===== src/rtl/noise_channel.sv =====
// Pseudo-random noise channel: 15/7-bit LFSR clocked by a programmable period timer,
// with a length counter and an optional volume envelope (enable with NOISE_ENVELOPE_EN).
module noise_channel #(
  parameter int ENV_DIV = 4
) (
  input  logic       clk,
  input  logic       rst_n,
  input  logic       lenClk,
  input  logic [5:0] length,
  input  logic [3:0] initVol,
  input  logic       envAdd,
  input  logic [2:0] envPeriod,
  input  logic [3:0] clkShift,
  input  logic       widthMode,
  input  logic [2:0] divCode,
  input  logic       trigger,
  input  logic       lenEnable,
  output logic       noise,
  output logic [3:0] vol
);

  logic        trig_q;
  logic        lenclk_q;
  logic [14:0] lfsr_reg;
  logic [21:0] timer_reg;
  logic [6:0]  len_cnt_reg;
  logic        enabled_reg;
  logic        noise_reg;

  logic [14:0] lfsr_next;
  logic [21:0] timer_next;
  logic [6:0]  len_cnt_next;
  logic        enabled_next;

  logic        trig_edge;
  logic        len_edge;
  logic [6:0]  base_period;
  logic [21:0] period;
  logic        lfsr_fb;
  logic [14:0] lfsr_step;

  assign trig_edge = trigger & ~trig_q;
  assign len_edge  = lenClk & ~lenclk_q;

  // Largest period is 112 << 15, which needs 22 bits.
  assign base_period = (divCode == 3'd0) ? 7'd8 : {divCode, 4'b0000};
  assign period      = {15'd0, base_period} << clkShift;

  assign lfsr_fb = lfsr_reg[0] ^ lfsr_reg[1];

  always_comb begin
    lfsr_step = {lfsr_fb, lfsr_reg[14:1]};
    if (widthMode) lfsr_step[6] = lfsr_fb;
  end

  always_comb begin
    lfsr_next    = lfsr_reg;
    timer_next   = timer_reg;
    len_cnt_next = len_cnt_reg;
    enabled_next = enabled_reg;
    if (trig_edge) begin
      lfsr_next    = 15'h7FFF;
      timer_next   = period;
      len_cnt_next = 7'd64 - {1'b0, length};
      enabled_next = 1'b1;
    end else begin
      if (enabled_reg) begin
        if (timer_reg == 22'd1) begin
          timer_next = period;
          lfsr_next  = lfsr_step;
        end else begin
          timer_next = timer_reg - 22'd1;
        end
      end
      // A trigger on the same edge wins, so the length tick only applies here.
      if (len_edge && lenEnable && (len_cnt_reg != 7'd0)) begin
        len_cnt_next = len_cnt_reg - 7'd1;
        if (len_cnt_reg == 7'd1) enabled_next = 1'b0;
      end
    end
  end

  always_ff @(posedge clk or negedge rst_n) begin
    if (!rst_n) begin
      trig_q      <= 1'b0;
      lenclk_q    <= 1'b0;
      lfsr_reg    <= 15'h7FFF;
      timer_reg   <= 22'd0;
      len_cnt_reg <= 7'd0;
      enabled_reg <= 1'b0;
      noise_reg   <= 1'b0;
    end else begin
      trig_q      <= trigger;
      lenclk_q    <= lenClk;
      lfsr_reg    <= lfsr_next;
      timer_reg   <= timer_next;
      len_cnt_reg <= len_cnt_next;
      enabled_reg <= enabled_next;
      noise_reg   <= enabled_next & ~lfsr_next[0];
    end
  end

  assign noise = noise_reg;

`ifdef NOISE_ENVELOPE_EN
  localparam int DIV_W = (ENV_DIV > 1) ? $clog2(ENV_DIV) : 1;

  logic [DIV_W-1:0] env_div_reg;
  logic [2:0]       env_cnt_reg;
  logic [3:0]       env_vol_reg;
  logic             div_wrap;
  logic             env_tick;

  assign div_wrap = (env_div_reg == DIV_W'(ENV_DIV - 1));
  assign env_tick = len_edge & div_wrap;

  always_ff @(posedge clk or negedge rst_n) begin
    if (!rst_n) begin
      env_div_reg <= '0;
      env_cnt_reg <= 3'd0;
      env_vol_reg <= 4'd0;
    end else begin
      if (len_edge) env_div_reg <= div_wrap ? '0 : env_div_reg + DIV_W'(1);
      if (trig_edge) begin
        env_cnt_reg <= envPeriod;
        env_vol_reg <= initVol;
      end else if (env_tick && enabled_reg && (envPeriod != 3'd0)) begin
        if (env_cnt_reg <= 3'd1) begin
          env_cnt_reg <= envPeriod;
          if (envAdd && (env_vol_reg != 4'd15))
            env_vol_reg <= env_vol_reg + 4'd1;
          else if (!envAdd && (env_vol_reg != 4'd0))
            env_vol_reg <= env_vol_reg - 4'd1;
        end else begin
          env_cnt_reg <= env_cnt_reg - 3'd1;
        end
      end
    end
  end

  assign vol = enabled_reg ? env_vol_reg : 4'd0;
`else
  logic env_unused;
  assign env_unused = (^{envAdd, envPeriod}) ^ (ENV_DIV == 0);
  assign vol = enabled_reg ? initVol : 4'd0;
`endif

endmodule


===== config.mk =====
export PLATFORM = sky130hd
export DESIGN_NAME = noise_channel
export DESIGN_NICKNAME = d
export VERILOG_FILES = /design/src/rtl/noise_channel.sv
export SDC_FILE = /design/constraint.sdc
export NUM_CORES = 1
export LEC_CHECK = 0
export CAP_MARGIN = 10
export CORE_MARGIN = 3
export CORE_UTILIZATION = 44
export DETAILED_ROUTE_END_ITERATION = 12
export GPL_ROUTABILITY_DRIVEN = 0
export HOLD_SLACK_MARGIN = 0.02
export PLACE_DENSITY_LB_ADDON = 0.15
export SLEW_MARGIN = 20
export SYNTH_ARGS = -nofsm -noshare
export SYNTH_HDL_FRONTEND = slang
export SYNTH_SLANG_ARGS = --single-unit

===== constraint.sdc =====
create_clock -name clk -period 2.08 [get_ports clk]
set_clock_uncertainty 0.1 [all_clocks]
set_input_delay 0.416 -clock clk [delete_from_list [all_inputs] [get_ports clk]]
set_output_delay 0.416 -clock clk [all_outputs]
set_load 0.01 [all_outputs]

# [Word level (Yosys, flattened, before mapping)]
# Cells that the tools add are included.
# W data, S select, Z words.
[word_totals] input_bits=27 reg_bits=48 output_inout_bits=5
[op_classes] reduce_logical=8 n_bitwise=7 eq_ne=2 n_addsub=3 n_mux=14 shift=1
[op_table] operator="$mux W22" n=3
[op_table] operator="$mux W15" n=3
[op_table] operator="$eq A22 B1 Y1 const B" n=1
[op_table] operator="$shl A7 B4 Y22" n=1
[op_table] operator="$sub A22 B1 Y22 const B" n=1
[op_table] operator="$mux W7" n=3
[op_table] operator="$eq A7 B1 Y1 const B" n=1
[op_table] operator="$reduce_bool A7 Y1" n=1
[op_table] operator="$sub A7 B1 Y7 const B" n=1
[op_table] operator="$sub A7 B6 Y7 const A" n=1
[op_table] operator="$reduce_bool A2 Y1" n=3
[op_table] operator="$mux W1" n=4
[op_table] operator="$mux W4" n=1
[op_table] operator="$and A1 B1 Y1" n=3
[op_table] operator="$logic_not A3 Y1" n=1
[op_table] operator="$not A1 Y1" n=3
[op_table] operator="$logic_and A1 B1 Y1" n=2
[op_table] operator="$reduce_and A2 Y1" n=1
[op_table] operator="$xor A1 B1 Y1" n=1

# [Depth between registers and ports, before layout]
# Gate-level depths: netlist of run 1.
[depth] ltp_word=7 mapped_depth=8 ltp_nobuf=8

# [Worst setup path before layout of run 1]
# No wires, ideal clock.
[synth_timing] path_type="register to register" from="reg timer_reg[12]" to="reg timer_reg[17]" t_arrival_ns=1.893 path_stages_with_launch=8 slack_ns=-0.039 setup_time_ns=0.126 t_required_ns=1.854 cell_sequence="dfrtp_1 nor4_1 nand2_1 or3_1 buf_2 nand3_2 o21ai_1 a221o_1"
[synth_between] elab_chain_cells=4 word_cells_on_any_way=5 classes_between="1 x add/sub; 1 x eq/ne; 3 x mux"
[synth_lines] item="from (decl)" line_no="25" text="logic [21:0] timer_reg;"
[synth_lines] item="from (signal assigned)" line_no="96" text="timer_reg <= timer_next;"
[synth_lines] item="$sub A22 B1 Y22 or $eq A22 B1 Y1 (tied branches)" line_no="72, 68"
[synth_lines] item="$mux W22 (*)" line_no="68" text="if (timer_reg == 22'd1) begin"
[synth_lines] item="$mux W22 (*)" line_no="67" text="if (enabled_reg) begin"
[synth_lines] item="$mux W22 (*)" line_no="61" text="if (trig_edge) begin"
# Mark *: on every way between the ends. The rest lies on a longest branch, timed or not. The select of a mux whose other input is x is not followed.
# A chain may end at the register's enable or synchronous reset.

# [Worst setup path in the final report of run 1]
[layout_timing] from="reg timer_reg[3]" to="reg timer_reg[14]"
# The elaborated chain is that of the path after synthesis.

==> results of run 1 <==
## tightest hold or removal path, stage by stage (launching register included)
cell,delay (ns)
sky130_fd_sc_hd__dfstp_2,0.37
sky130_fd_sc_hd__nand2_1,0.05
sky130_fd_sc_hd__nand3_1,0.07
## layout make-up
cell class	count	area share, %
Clock buffer	6	1.71
Multi-Input combinational cell	265	44.7
Inverter	10	0.883
Sequential cell	48	28.7
Tap cell	77	2.27
Timing Repair Buffer	105	21.4
Clock inverter	2	0.265
## through the flow
step / instances / setup slack [ns] / area [um2] / TNS (ns) / hold WS, ns
final: 513 / -0.109 / 4250 / -0.368 / 0.381
after global routing: 513 / -0.308 / 4250 / -2.70 / 0.404
after CTS: 512 / -0.0467 / 4030 / -0.126 / 0.391
after detailed placement: 499 / -0.309 / 3810 / -2.22 / 0.310
after global placement: 499 / -0.254 / 3810 / -1.95 / 0.306
after floorplan: 339 / -0.0272 / 2960 / -0.0272 / 0.0204
## where the power goes
group	switching [W]	total [W]	leakage, nW	internal, W
clock network	0.000327	0.000564	0.0455	0.000237
registers	0.000145	0.00121	0.565	0.00106
logic	0.000579	0.00117	1.20	0.000589
total	0.00105	0.00294	1.81	0.00189
## synth_stat cells (all sizes together) (3+ instances only)
master | instances | share of area, %
a21oi | 17 | 2.9
a31oi | 5 | 1.1
and2 | 5 | 1.1
buf | 5 | 0.85
clkbuf | 11 | 1.4
dfrtp | 33 | 28
dfstp | 15 | 13
ha | 6 | 2.5
inv | 10 | 1.3
mux2 | 4 | 1.5
mux2i | 5 | 1.7
nand2 | 59 | 7.8
nand3 | 24 | 4.2
nand3b | 3 | 0.76
nand4 | 7 | 2.0
nor2 | 29 | 3.9
nor2b | 4 | 0.85
nor3 | 12 | 2.6
nor4 | 8 | 2.7
o211ai | 3 | 0.76
o21ai | 20 | 3.4
o22ai | 3 | 0.64
o311ai | 3 | 0.89
o31ai | 3 | 0.93
or4 | 4 | 1.3
xnor2 | 9 | 2.7
xor2 | 4 | 1.2
## metal layers
metal	global-route usage [%]	wire, um
met5	0	0
met4	6.56	146
met3	4.61	457
met2	34.0	3940
met1	29.6	3710
## path summary, 6_finish.rpt
| kind | slack, ns | endpoint |
|---|---|---|
| worst max-delay path | -0.11 | timer_reg[14] |
| worst min-delay path | 0.38 | lfsr_reg[3] |
| worst max register to register | -0.11 | timer_reg[14] |
| worst min register to register | 0.38 | lfsr_reg[3] |
| max in group asynchronous | 0.77 | lfsr_reg[6] |
| min in group asynchronous | 0.50 | timer_reg[5] |
## logic make-up (layout without fill, tap and decap cells)
logic type               count (synthesis)  after routing
AO/OA/AOI/OAI                           72             72
XOR/XNOR                                13             13
adder cells (fa/ha/maj)                  6              6
buffers and inverters                   26            123
flip-flops                              48             48
multiplexers                             9              9
AND/OR/NAND/NOR                        165            165
## what timing repair did
action | CTS | global route
buffers inserted | 4 | 1
pin swaps | 10 | 9
resized for setup | 21 | 53
setup endpoints to repair | 27 | 37
endpoints found under the hold margin | 16 | 0
hold buffers | 1 | 0
==> flow_metrics.tcl, run 1 <==
set metrics [dict create \
    synth-edff-count 0 \
    post-layout-total-power_w 0.00294 \
    die_x_um 87.9 \
    wl_per_cell_um 16.1 \
    number_of_cell_instances_on_the_worst_register_to_register_path 8 \
    worstSetupStartpoint "timer_reg[3]" \
    grt_overflow 0 \
    finish.net_count 468 \
    end_kind "register" \
    drtPass1Iterations 5 \
    route.antenna.remaining_nets 0 \
    final_max_slew_viol_count 0 \
    place.detailed.hpwl_um 6000 \
    largest_register_ff_count 22 \
    run_status "complete, but fails checks" \
    yosys.area_share.simple_pct 29.6 \
    fillCellCount 526 \
    number_of_rows_in_the_core_area 29 \
    yosys.area_share.xor_xnor_pct 3.85 \
    synth-warning-count 0 \
    period_minus_slack_ns 2.19 \
    period_share_pct 105 \
    maximum_number_of_pins_on_one_net_before_global_route_repair 29 \
    post_synth_fa_ha_maj_area_fraction_pct 2.54 \
    route.vias.total 2903 \
    violations_in_the_final_reports "setup timing" \
    netlist_area_um2 2950 \
    root_buffer "sky130_fd_sc_hd__clkbuf_8" \
    synth_seq_area_share_pct 41.3 \
    clk_transition_reported_paths_ns 0.10 \
    routed_wl_um 8260 \
    crit_cells 8 \
    cp_cell_sequence "nor4_4 -> nand4_4 -> buf_4 -> nor4_4 -> nor2_2 -> buf_6 -> o311ai_0 -> o311ai_1" \
    multiInputGateArea_um2 1900 \
    cp_common_cell "sky130_fd_sc_hd__nor4_4" \
    hold_class "reg -> reg" \
    most-common-layout-cells "65 x sky130_fd_sc_hd__buf_4, 45 x sky130_fd_sc_hd__nand2_1, 32 x sky130_fd_sc_hd__dfrtp_1, 26 x sky130_fd_sc_hd__clkdlybuf4s50_1, 25 x sky130_fd_sc_hd__nor2_1" \
    io_buffers 27 \
    commonest_non_fill_non_tap_cell_in_the_layout "sky130_fd_sc_hd__buf_4" \
    hold_start "lfsr_reg[4]" \
    critPathMaxStageDelay_ns 0.43 \
    yosysUniqueCellTypes 60 \
    crit_fanout 10 \
    regArea_um2 1220 \
    setup_viol 10 \
    cp_startpoint_kind "register" \
    synthesis.area_per_instance_um2 8.71 \
    syn-instance-count 339 \
    post_synth_mux_area_share_pct 3.22 \
    die-height_um 87.9 \
    dominantRegCellSynth "sky130_fd_sc_hd__dfrtp_1" \
    drtIter0Drc 214 \
    max_freq_mhz 457 \
    htree_num_levels 2 \
    grt_setup_unrepaired "yes" \
    worst_case_clock_buffer_depth 2 \
    post_route_cells_drive_above_1_share_pct 37.2 \
    flow.area_growth_from_synthesis_pct 43.9 \
    max_cap_check_violation_count 0 \
    synth_top_family_by_area "simple AND/OR/NAND/NOR gates" \
    yosys_register_bits 48 \
    tightest_slew_ns 0.508 \
    post-route-drc-count 0 \
    synth-async-reset-ratio_pct 100 \
    antenna_cells_inserted 0 \
    clock_tree_from_tritoncts "done" \
    synth_compound_area_share_pct 16.0 \
    worst-setup-path-type "reg -> reg" \
    vias_in_the_first_global_route 2788 \
    r2r_start "timer_reg[3]" \
    setup_slack_ns -0.109 \
    worstPathArrival_ns 2.24 \
    initial_core_utilization_pct 46.0 \
    peakVddDrop_mv 0.276 \
    cts_inserted_buffers 5 \
    power_per_cell_area_nw_per_um2 692 \
    clkLatencyLatePin_ns 0.31 \
    max_slew_margin_pct 66.0 \
    post_synthesis_net_count 372 \
    critical_path_required_ns 2.13 \
    first_pass_grt_wire_length_um 13100 \
    grt_overall_usage_pct 21.5 \
    die_area_um2 7730 \
    critPathBufInv 2 \
    path_delay_family "simple AND/OR/NAND/NOR gates" \
    timing.critical_path.slowest_stage_cell "sky130_fd_sc_hd__dfrtp_1" \
    avgViaCountPerCell 5.66 \
    clkSinkCount 48 \
    core_area_um2 6420 \
    antenna_found_initial 0 \
    count_of_endpoints_failing_hold_in_the_final_timing_report 0 \
    fin_util_pct 66.2 \
    io_pins 32 \
    timing.hold.worst_path_depth 2 \
    leakagePower_nw 1.81 \
]
(Power assumes the default switching activity.)
==> run 2, diff against run 1 <==
--- a/config.mk
+++ b/config.mk
@@ -8,6 +8,7 @@
 export CAP_MARGIN = 10
 export CORE_MARGIN = 3
 export CORE_UTILIZATION = 44
+export CTS_CLUSTER_DIAMETER = 80
 export DETAILED_ROUTE_END_ITERATION = 12
 export GPL_ROUTABILITY_DRIVEN = 0
 export HOLD_SLACK_MARGIN = 0.02
==> results of run 2 <==
Same layout as run 1: the final DEF is identical, and so are final timing and power.
